[config.mk]
export PLATFORM = sky130hd
export DESIGN_NAME = seq_scan_ctrl
export DESIGN_NICKNAME = d
export VERILOG_FILES = /design/src/rtl/seq_ctrl_pkg.sv /design/src/rtl/seq_match_core.sv /design/src/rtl/seq_scan_ctrl.sv
export SDC_FILE = /design/constraint.sdc
export NUM_CORES = 1
export LEC_CHECK = 0
export CAP_MARGIN = 10
export CORE_MARGIN = 2
export CORE_UTILIZATION = 52
export CTS_BUF_LIST = sky130_fd_sc_hd__clkbuf_16
export DETAILED_ROUTE_END_ITERATION = 16
export PLACE_DENSITY = 0.85
export SKIP_LAST_GASP = 1
export SLEW_MARGIN = 20
export SYNTH_ARGS = -nofsm -noshare
export SYNTH_HDL_FRONTEND = slang
export SYNTH_HIERARCHICAL = 1
export SYNTH_SLANG_ARGS = --single-unit
[constraint.sdc]
create_clock -name clk -period 2.5 [get_ports clk]
set_input_delay 0.25 -clock clk [delete_from_list [all_inputs] [get_ports clk]]
set_output_delay 0.25 -clock clk [all_outputs]
set_load 0.05 [all_outputs]
[src/rtl/seq_ctrl_pkg.sv]
// Shared state type and default widths for the serial sequence-scan controller.
// The match-core detection mode is selected by SEQ_OVERLAP_EN.
package seq_ctrl_pkg;

   localparam int DEF_WORD_W = 16;
   localparam int DEF_PAT_W  = 4;
   localparam int DEF_CNT_W  = 8;
   localparam logic [DEF_PAT_W-1:0] DEF_PAT = 4'b1010;

   typedef enum logic [1:0] {
      IDLE   = 2'd0,
      SHIFT  = 2'd1,
      REPORT = 2'd2
   } ctrl_state_t;

endpackage

[src/rtl/seq_match_core.sv]
// Serial pattern matcher: history + fill + programmable pattern; match is combinational on the incoming bit.
// SEQ_OVERLAP_EN defined keeps history/fill after a match; otherwise fill restarts so matches never overlap.
module seq_match_core
   import seq_ctrl_pkg::*;
#(
   parameter int               PAT_W       = DEF_PAT_W,
   parameter logic [PAT_W-1:0] DEF_PATTERN = DEF_PAT
) (
   input  logic             clk,
   input  logic             reset_n,
   input  logic             clr,
   input  logic             shift_en,
   input  logic             bit_in,
   input  logic             cfg_we,
   input  logic [PAT_W-1:0] cfg_pattern,
   output logic             match
);

   localparam int                FILL_W   = $clog2(PAT_W + 1);
   localparam logic [FILL_W-1:0] FILL_MAX = FILL_W'(PAT_W);

   logic [PAT_W-1:0]  hist;
   logic [PAT_W-1:0]  hist_nxt;
   logic [PAT_W-1:0]  pattern;
   logic [FILL_W-1:0] fill;
   logic [FILL_W-1:0] fill_nxt;

   always_comb begin
      hist_nxt = {hist[PAT_W-2:0], bit_in};
      fill_nxt = (fill == FILL_MAX) ? FILL_MAX : fill + FILL_W'(1);
      match    = shift_en && (hist_nxt == pattern) && (fill_nxt >= FILL_MAX);
   end

   always_ff @(posedge clk or negedge reset_n) begin
      if (!reset_n) begin
         hist    <= '0;
         fill    <= '0;
         pattern <= DEF_PATTERN;
      end else begin
         if (cfg_we) begin
            pattern <= cfg_pattern;
         end
         if (clr) begin
            hist <= '0;
            fill <= '0;
         end else if (shift_en) begin
            hist <= hist_nxt;
`ifdef SEQ_OVERLAP_EN
            fill <= fill_nxt;
`else
            fill <= match ? '0 : fill_nxt;
`endif
         end
      end
   end

endmodule

[src/rtl/seq_scan_ctrl.sv]
// Accepts a word in IDLE, shifts it MSB-first into seq_match_core, reports the match count in REPORT (WORD_W+2 cycles/word).
// in_ready is high only in IDLE; the requester holds in_valid/in_data until accepted. Detection mode: SEQ_OVERLAP_EN.
module seq_scan_ctrl
   import seq_ctrl_pkg::*;
#(
   parameter int               WORD_W      = DEF_WORD_W,
   parameter int               PAT_W       = DEF_PAT_W,
   parameter int               CNT_W       = DEF_CNT_W,
   parameter logic [PAT_W-1:0] DEF_PATTERN = DEF_PAT
) (
   input  logic              clk,
   input  logic              reset_n,
   input  logic              cfg_we,
   input  logic [PAT_W-1:0]  cfg_pattern,
   input  logic              in_valid,
   output logic              in_ready,
   input  logic [WORD_W-1:0] in_data,
   output logic              ser_bit,
   output logic              busy,
   output logic              match_pulse,
   output logic              done,
   output logic [CNT_W-1:0]  match_count
);

   localparam int               BC_W     = $clog2(WORD_W);
   localparam logic [BC_W-1:0]  LAST_BIT = BC_W'(WORD_W - 1);
   localparam logic [CNT_W-1:0] CNT_MAX  = '1;

   ctrl_state_t       state;
   ctrl_state_t       state_nxt;
   logic [WORD_W-1:0] sreg;
   logic [BC_W-1:0]   bit_cnt;
   logic              accept;
   logic              shift_en;
   logic              cfg_ok;
   logic              core_match;

   always_comb begin
      state_nxt = state;
      in_ready  = 1'b0;
      busy      = 1'b0;
      done      = 1'b0;
      shift_en  = 1'b0;
      case (state)
         IDLE: begin
            in_ready = 1'b1;
            if (in_valid) begin
               state_nxt = SHIFT;
            end
         end
         SHIFT: begin
            busy     = 1'b1;
            shift_en = 1'b1;
            if (bit_cnt == LAST_BIT) begin
               state_nxt = REPORT;
            end
         end
         REPORT: begin
            busy      = 1'b1;
            done      = 1'b1;
            state_nxt = IDLE;
         end
         default: begin
            state_nxt = IDLE;
         end
      endcase
   end

   assign accept  = in_valid && in_ready;
   assign cfg_ok  = cfg_we && in_ready;
   assign ser_bit = shift_en && sreg[WORD_W-1];

   always_ff @(posedge clk or negedge reset_n) begin
      if (!reset_n) begin
         state <= IDLE;
      end else begin
         state <= state_nxt;
      end
   end

   always_ff @(posedge clk or negedge reset_n) begin
      if (!reset_n) begin
         sreg        <= '0;
         bit_cnt     <= '0;
         match_count <= '0;
         match_pulse <= 1'b0;
      end else begin
         match_pulse <= core_match;
         if (accept) begin
            sreg        <= in_data;
            bit_cnt     <= '0;
            match_count <= '0;
         end else if (shift_en) begin
            sreg    <= {sreg[WORD_W-2:0], 1'b0};
            bit_cnt <= bit_cnt + BC_W'(1);
            // saturate rather than wrap so a long word never reports a small count
            if (core_match && (match_count != CNT_MAX)) begin
               match_count <= match_count + CNT_W'(1);
            end
         end
      end
   end

   seq_match_core #(
      .PAT_W       (PAT_W),
      .DEF_PATTERN (DEF_PATTERN)
   ) u_core (
      .clk         (clk),
      .reset_n     (reset_n),
      .clr         (accept),
      .shift_en    (shift_en),
      .bit_in      (ser_bit),
      .cfg_we      (cfg_ok),
      .cfg_pattern (cfg_pattern),
      .match       (core_match)
   );

endmodule
=== Word level (Yosys, flattened, before mapping) ===
Index checks and enable logic that the tools add are counted.

* Memories: 0
* Output and inout port bits: 13
* RAM bits: 0
* Memory bits (read-only): 0
* Bits of input ports: 24
* Bits in latches: 0
* Logic and storage cells: 52
* Register bits: 41

* Eq/ne operators: 8
* Order comparisons: 1
* Shift operators: 0
* Reduce and logical (&&, ||, !) cells: 12
* $mul: 0
* Multiplexer cells: 20
* $add $sub $neg: 3
* Bitwise gates (word level): 0
* Div/mod/pow operators: 0

{| class="wikitable"
|+ Operator list
! cell !! number
|-
| two-way mux 16 bit || 2
|-
| two-way mux 8 bit || 3
|-
| two-way mux 3 bit || 6
|-
| adder 8 x 1 -> 8 bit, second input constant || 1
|-
| two-way mux 4 bit || 2
|-
| inequality test 8 bit, second input constant || 1
|-
| logical AND 1 bit || 6
|-
| adder 4 x 1 -> 4 bit, second input constant || 1
|-
| == test 4 bit || 1
|-
| == test 4 bit, second input constant || 1
|-
| two-way mux 1 bit || 4
|-
| two-way mux 2 bit || 2
|-
| inequality test 2 bit, second input constant || 2
|-
| one-hot mux 2 bit (2 select lines) || 1
|-
| AND reduction 2 bit || 2
|-
| nonzero test 2 bit || 2
|-
| adder 3 x 1 -> 3 bit, second input constant || 1
|-
| == test 3 bit, second input constant || 1
|-
| greater-or-equal comparator 3 bit, second input constant || 1
|-
| == test 2 x 1 -> 1 bit, second input constant || 1
|-
| == test 2 bit, second input constant || 1
|-
| logical NOT 2 bit || 1
|-
| OR reduction 2 bit || 1
|}

=== Logic depth before layout (Yosys ltp) ===
* Depth after elaboration: 10
* Mapped depth: 11
* Gate-level depth less buffers: 9

=== Cells and area by module ===
Netlist, hierarchy kept.

{| class="wikitable"
|+ Modules (own cells, without submodules)
! module !! instances !! cells an instance !! seq. area each (um^2) !! area each (um^2)
|-
| seq_scan_ctrl || 1 || 150 || 775.7 || 1611.5
|-
| seq_match_core || 1 || 43 || 252.7 || 503.0
|}

=== Worst setup path after synthesis ===
OpenSTA, ideal clock, no wires.

* Kind: flip-flop to flip-flop
* Start: reg state[1]
* End: reg match_count[5]
* Arrival time: 2.543 ns
* Library setup time: 0.087 ns
* Cell stages (with the launch flop): 12
* Path slack: -0.130 ns
* Data required time: 2.413 ns
* Buffers on the path: 2
* Clock period less this slack: 2.630 ns
* Path through: dfrtp_1 -> inv_1 -> ha_1 -> buf_6 -> buf_4 -> and2_1 -> xnor2_1 -> nand4_1 -> nor2_2 -> and4_4 -> a41oi_1 -> a211oi_2

* Word-level cells in the longest chain between the ends: 9
* Elaborated cells on any way between the ends: 14
* Classes of those cells: eq/ne (2); mux (3); reduce/logical (9)

{| class="wikitable"
|+ Ends and longest elaborated chain
! what !! RTL line !! source
|-
| from (decl) || seq_scan_ctrl.sv:29 || <nowiki>ctrl_state_t state;</nowiki>
|-
| from (signal assigned) || seq_scan_ctrl.sv:77 || <nowiki>state <= state_nxt;</nowiki>
|-
| == test 2 x 1 -> 1 bit || seq_scan_ctrl.sv:44 || <nowiki>case (state)</nowiki>
|-
| two-way mux 1 bit || seq_scan_ctrl.sv:44 ||
|-
| named net shift_en || seq_scan_ctrl.sv:34 || <nowiki>logic shift_en;</nowiki>
|-
| logical AND 1 bit || seq_scan_ctrl.sv:71 || <nowiki>assign ser_bit = shift_en && sreg[WORD_W-1];</nowiki>
|-
| named net ser_bit || seq_scan_ctrl.sv:18 || <nowiki>output logic ser_bit,</nowiki>
|-
| == test 4 bit || seq_match_core.sv:31 || <nowiki>match = shift_en && (hist_nxt == pattern) && (fill_nxt >= FILL_MAX);</nowiki>
|-
| logical AND 1 bit (2 in series) || seq_match_core.sv:31 ||
|-
| named net core_match || seq_scan_ctrl.sv:36 || <nowiki>logic core_match;</nowiki>
|-
| logical AND 1 bit || seq_scan_ctrl.sv:97 || <nowiki>if (core_match && (match_count != CNT_MAX)) begin</nowiki>
|-
| nonzero test 2 bit (no line) || n/a ||
|-
| AND reduction 2 bit (no line) || n/a ||
|-
| to (signal assigned) || seq_scan_ctrl.sv:98 || <nowiki>match_count <= match_count + CNT_W'(1);</nowiki>
|-
| to (decl) || seq_scan_ctrl.sv:22 || <nowiki>output logic [CNT_W-1:0] match_count</nowiki>
|}

The timed path passes the listed nets, and every way through them passes these cells.
A chain may end at the register's enable or synchronous reset.

=== Final worst setup path ===
* Start: reg state[1]
* End: reg match_count[5]

* Word-level cells in the longest chain between the ends: 9
* Elaborated cells on any way between the ends: 14
* Classes of those cells: eq/ne (2); mux (3); reduce/logical (9)

{| class="wikitable"
|+ Ends and longest elaborated chain
! what !! RTL line
|-
| == test 2 x 1 -> 1 bit (*) || seq_scan_ctrl.sv:44
|-
| two-way mux 1 bit (*) || seq_scan_ctrl.sv:44
|-
| named net shift_en || seq_scan_ctrl.sv:34
|-
| logical AND 1 bit || seq_scan_ctrl.sv:71
|-
| == test 4 bit || seq_match_core.sv:31
|-
| logical AND 1 bit (*) (2 in series) || seq_match_core.sv:31
|-
| named net core_match || seq_scan_ctrl.sv:36
|-
| logical AND 1 bit (*) || seq_scan_ctrl.sv:97
|-
| nonzero test 2 bit (no line) (*) || n/a
|-
| AND reduction 2 bit (no line) (*) || n/a
|}

The timed path passes the listed nets; every way through them passes the cells marked *.

==> run_summary.xml <==
<?xml version="1.0" encoding="UTF-8"?>
<metrics>
  <group name="flow_run">
    <metric name="max-cap-violations" unit="">0</metric>
  </group>
  <group name="global_route">
    <metric name="grt_start_max_net_pins" unit="">42</metric>
    <metric name="number_of_antenna_violations_at_the_first_check_in_global_routing" unit="">0</metric>
    <metric name="grt_pass1_wl" unit="µm">6510</metric>
    <metric name="first_global_vias" unit="">1489</metric>
    <metric name="track_usage" unit="%">19.3</metric>
    <metric name="grt_residual_overflow" unit="">0</metric>
  </group>
  <group name="run_status">
    <metric name="status" unit="">completed</metric>
  </group>
  <group name="logic_synthesis">
    <metric name="synthesis.instances" unit="">193</metric>
    <metric name="simple_gate_fraction_of_synth_area" unit="%">15.3</metric>
    <metric name="synth-seq-area-share" unit="%">48.6</metric>
    <metric name="synthesis.yosys.warnings" unit="">6</metric>
    <metric name="synth_mux_area_share" unit="%">12.6</metric>
    <metric name="ys_types" unit="">39</metric>
    <metric name="synth-seq-cells" unit="">41</metric>
    <metric name="synth-compound-area-share" unit="%">11.8</metric>
    <metric name="syn-cell-area" unit="µm²">2110</metric>
    <metric name="synth-adder-area-share" unit="%">4.73</metric>
    <metric name="synth_ff_type" unit="">dfrtp_1</metric>
    <metric name="synth_async_sr_flop_share" unit="%">100</metric>
    <metric name="avgSynthCellArea" unit="µm²">11.0</metric>
    <metric name="syn-num-nets" unit="">225</metric>
    <metric name="synth_edf_count" unit="">0</metric>
    <metric name="synth_top_family_by_area" unit="">simple AND/OR/NAND/NOR gates</metric>
    <metric name="synth-xor-area-share" unit="%">2.90</metric>
  </group>
  <group name="worst_setup_path">
    <metric name="critical-path-max-stage-delay" unit="ns">0.37</metric>
    <metric name="crit_chain" unit="">inv_1 -&gt; ha_1 -&gt; and2_2 -&gt; xnor2_1 -&gt; nand4_1 -&gt; nor2_2 -&gt; and4_4 -&gt; a41oi_1 -&gt; a211oi_2</metric>
    <metric name="worst-endpoint-arrival" unit="ns">2.42</metric>
    <metric name="critical_path_required_time" unit="ns">2.69</metric>
    <metric name="path_class" unit="">flip-flop to flip-flop</metric>
    <metric name="critPathCaptureType" unit="">flip-flop</metric>
    <metric name="crit_fanout" unit="">7</metric>
    <metric name="worst_setup_path_start_kind" unit="">flip-flop</metric>
    <metric name="crit_slowest_cell" unit="">dfrtp_1</metric>
  </group>
  <group name="clocking">
    <metric name="ctsHoldBuffers" unit="">0</metric>
    <metric name="clkTransAtPathRegs" unit="ns">0.06</metric>
    <metric name="clk_root_buffer_cell" unit="">clkbuf_16</metric>
    <metric name="tritoncts" unit="">built</metric>
    <metric name="clk_path_buf_depth" unit="">2</metric>
    <metric name="worstSkewPairLatency" unit="ns">0.28</metric>
    <metric name="numCtsBuffers" unit="">5</metric>
    <metric name="cts_num_sinks" unit="">41</metric>
    <metric name="cts_repair_resize_count" unit="">0</metric>
    <metric name="h-tree-depth" unit="">2</metric>
    <metric name="postCtsSetupBuffers" unit="">0</metric>
  </group>
  <group name="die">
    <metric name="design.portCount" unit="">37</metric>
    <metric name="rows" unit="">23</metric>
    <metric name="die_width" unit="µm">67.8</metric>
    <metric name="chipHeight" unit="µm">67.8</metric>
    <metric name="die-area" unit="µm²">4590</metric>
    <metric name="initial_utilization" unit="%">53.6</metric>
    <metric name="design.core.area" unit="µm²">3940</metric>
  </group>
  <group name="route">
    <metric name="drt-total-wl" unit="µm">3790</metric>
    <metric name="drc" unit="">0</metric>
    <metric name="dr_total_vias" unit="">1493</metric>
    <metric name="viasPerCell" unit="">5.33</metric>
    <metric name="route.detailed.wl_per_inst" unit="µm">13.5</metric>
    <metric name="drt_pre_antenna_iters" unit="">5</metric>
    <metric name="drt-initial-drc-count" unit="">145</metric>
    <metric name="detail-route-antenna-nets" unit="">0</metric>
  </group>
  <group name="finish">
    <metric name="syn2layout_area_growth" unit="%">24.7</metric>
    <metric name="diodes" unit="">0</metric>
    <metric name="fin_nets" unit="">261</metric>
    <metric name="layout-drive-gt1-share" unit="%">13.5</metric>
    <metric name="layout.cell_area.non_filler" unit="µm²">2640</metric>
  </group>
  <group name="sta">
    <metric name="grt_setup_unrepaired" unit="">false</metric>
    <metric name="hold_violations" unit="">0</metric>
    <metric name="slew_headroom" unit="%">40.9</metric>
    <metric name="hold_slack" unit="ns">0.0927</metric>
    <metric name="skew" unit="ns">0.00314</metric>
    <metric name="timing.final.setup_violations" unit="">0</metric>
    <metric name="timing.final.max_slew_violations" unit="">0</metric>
    <metric name="maxClockFrequency" unit="GHz">0.448</metric>
    <metric name="worst-slew-pin-transition" unit="ns">0.886</metric>
    <metric name="setup_total_negative_slack" unit="ns">0</metric>
    <metric name="post-route-worst-setup-slack" unit="ns">0.269</metric>
    <metric name="final_min_period_over_clock_period" unit="%">89.2</metric>
    <metric name="fin_crit_period" unit="ns">2.23</metric>
  </group>
  <group name="pwr">
    <metric name="p_total" unit="mW">2.74</metric>
    <metric name="p_per_area" unit="nW/µm²">1040</metric>
    <metric name="leakage" unit="nW">1.17</metric>
    <metric name="vdd.ir_drop.worst" unit="µV">567</metric>
  </group>
  <group name="placement">
    <metric name="routabilityCongestion" unit="">0.828</metric>
    <metric name="place_ws" unit="ns">0.270</metric>
    <metric name="detailedPlacementHpwl" unit="µm">2570</metric>
    <metric name="total_placed_instance_area" unit="µm²">2500</metric>
    <metric name="io_buffer_count" unit="">36</metric>
  </group>
  <group name="worst_hold_path">
    <metric name="class_of_the_most_critical_hold_timing_path" unit="">primary input to async pin</metric>
  </group>
</metrics>
-- synthesized netlist by cell type (all sizes together), types with 2 or more instances --
library cell	count	area, µm²
dfstp	2	52.6
a31oi	3	33.8
and2	2	12.5
a21oi	5	25.0
nand3b	3	22.5
and3	3	18.8
mux2	5	56.3
nor3	2	20.0
xor2	2	17.5
nor2b	2	12.5
dfrtp	39	976
nand2	28	105
and4	4	40.0
nand4	2	12.5
xnor2	5	43.8
ha	8	100
a211oi	4	45.1
inv	5	18.8
nand3	2	15.0
buf	9	61.3
mux2i	21	210
a41oi	2	17.5
nor2	10	40.0
o21ai	17	85.1
-- registers in the layout, summed over array words and instances, names as in the netlist --
| signal | count |
|---|---|
| sreg | 16 |
| match_count | 8 |
| bit_cnt | 4 |
| u_core/pattern | 4 |
| u_core/fill | 3 |
| u_core/hist | 3 |
| state | 2 |
| match_pulse | 1 |
-- where the power goes --
| part | leakage [nW] | total, mW | internal, mW | switching, mW |
|---|---|---|---|---|
| Sequential | 0.527 | 1.08 | 0.917 | 0.160 |
| Clock | 0.0776 | 0.596 | 0.358 | 0.238 |
| Combinational | 0.567 | 1.07 | 0.494 | 0.574 |
| Total | 1.17 | 2.74 | 1.77 | 0.971 |
-- metal layers --
metal	GRT usage (%)	vias to the layer above	wire (µm)
met3	4.50	6	157
li1	-	750	-
met4	9.50	0	63
met1	23.7	699	1660
met5	0	-	0
met2	31.9	38	1900
-- final timing paths --
check,slack (ns),end,from,cells past startpoint
max in group asynchronous,1.85,sreg[8],reset_n,1
setup / recovery,0.27,match_count[5],state[1],9
hold reg to reg,0.53,sreg[0],sreg[0],2
hold / removal,0.09,sreg[13],reset_n,1
setup reg to reg,0.27,match_count[5],state[1],9
min in group clk,0.52,sreg[12],in_data[12],3
-- worst max-delay path: cells and delay by family, from the launching register on --
family,cells,cell delay [ns]
AO/OA/AOI/OAI,2,0.37
XOR/XNOR,1,0.13
adder cells (fa/ha/maj),1,0.21
buffers and inverters,1,0.11
flip-flops,1,0.37
AND/OR/NAND/NOR,4,0.94
-- metrics by stage --
| stage | instances | util, % |
|---|---|---|
| floorplan | 193 | - |
| global placement | 272 | 63.4 |
| detailed placement | 272 | 63.4 |
| CTS | 280 | 66.9 |
| global route | 280 | 66.9 |
| finish | 280 | 66.9 |
-- cells in the final DEF (no fill, tap or decap), types with 3 or more instances in the layout --
cell type and n:
clkbuf_16 5, o21ai_0 17, clkdlybuf4s50_1 34, xnor2_1 5
a211oi_2 3, buf_4 3, ha_1 8, mux2i_1 21
nand2_1 28, mux2_2 5, nor2_1 9, a21oi_1 5
nand3b_1 3, dfrtp_1 39, and3_1 3, inv_1 8
-- final cells by class --
type,instances,area [µm²]
fill,301,1310
inverter,5,18.8
multi-input combinational,137,1000
timing repair buffer,39,388
tap,50,62.6
sequential,41,1030
clock inverter,3,11.3
clock buffer,5,125
-- logic make-up (layout without fill, tap and decap cells) --
family,after synthesis,after routing
buf+inv,15,52
mux,26,26
compound gates,35,35
xor+xnor,7,7
flops,41,41
simple gates,61,61
fa+ha+maj,8,8
No activity file was read; power rests on OpenSTA's default activity.
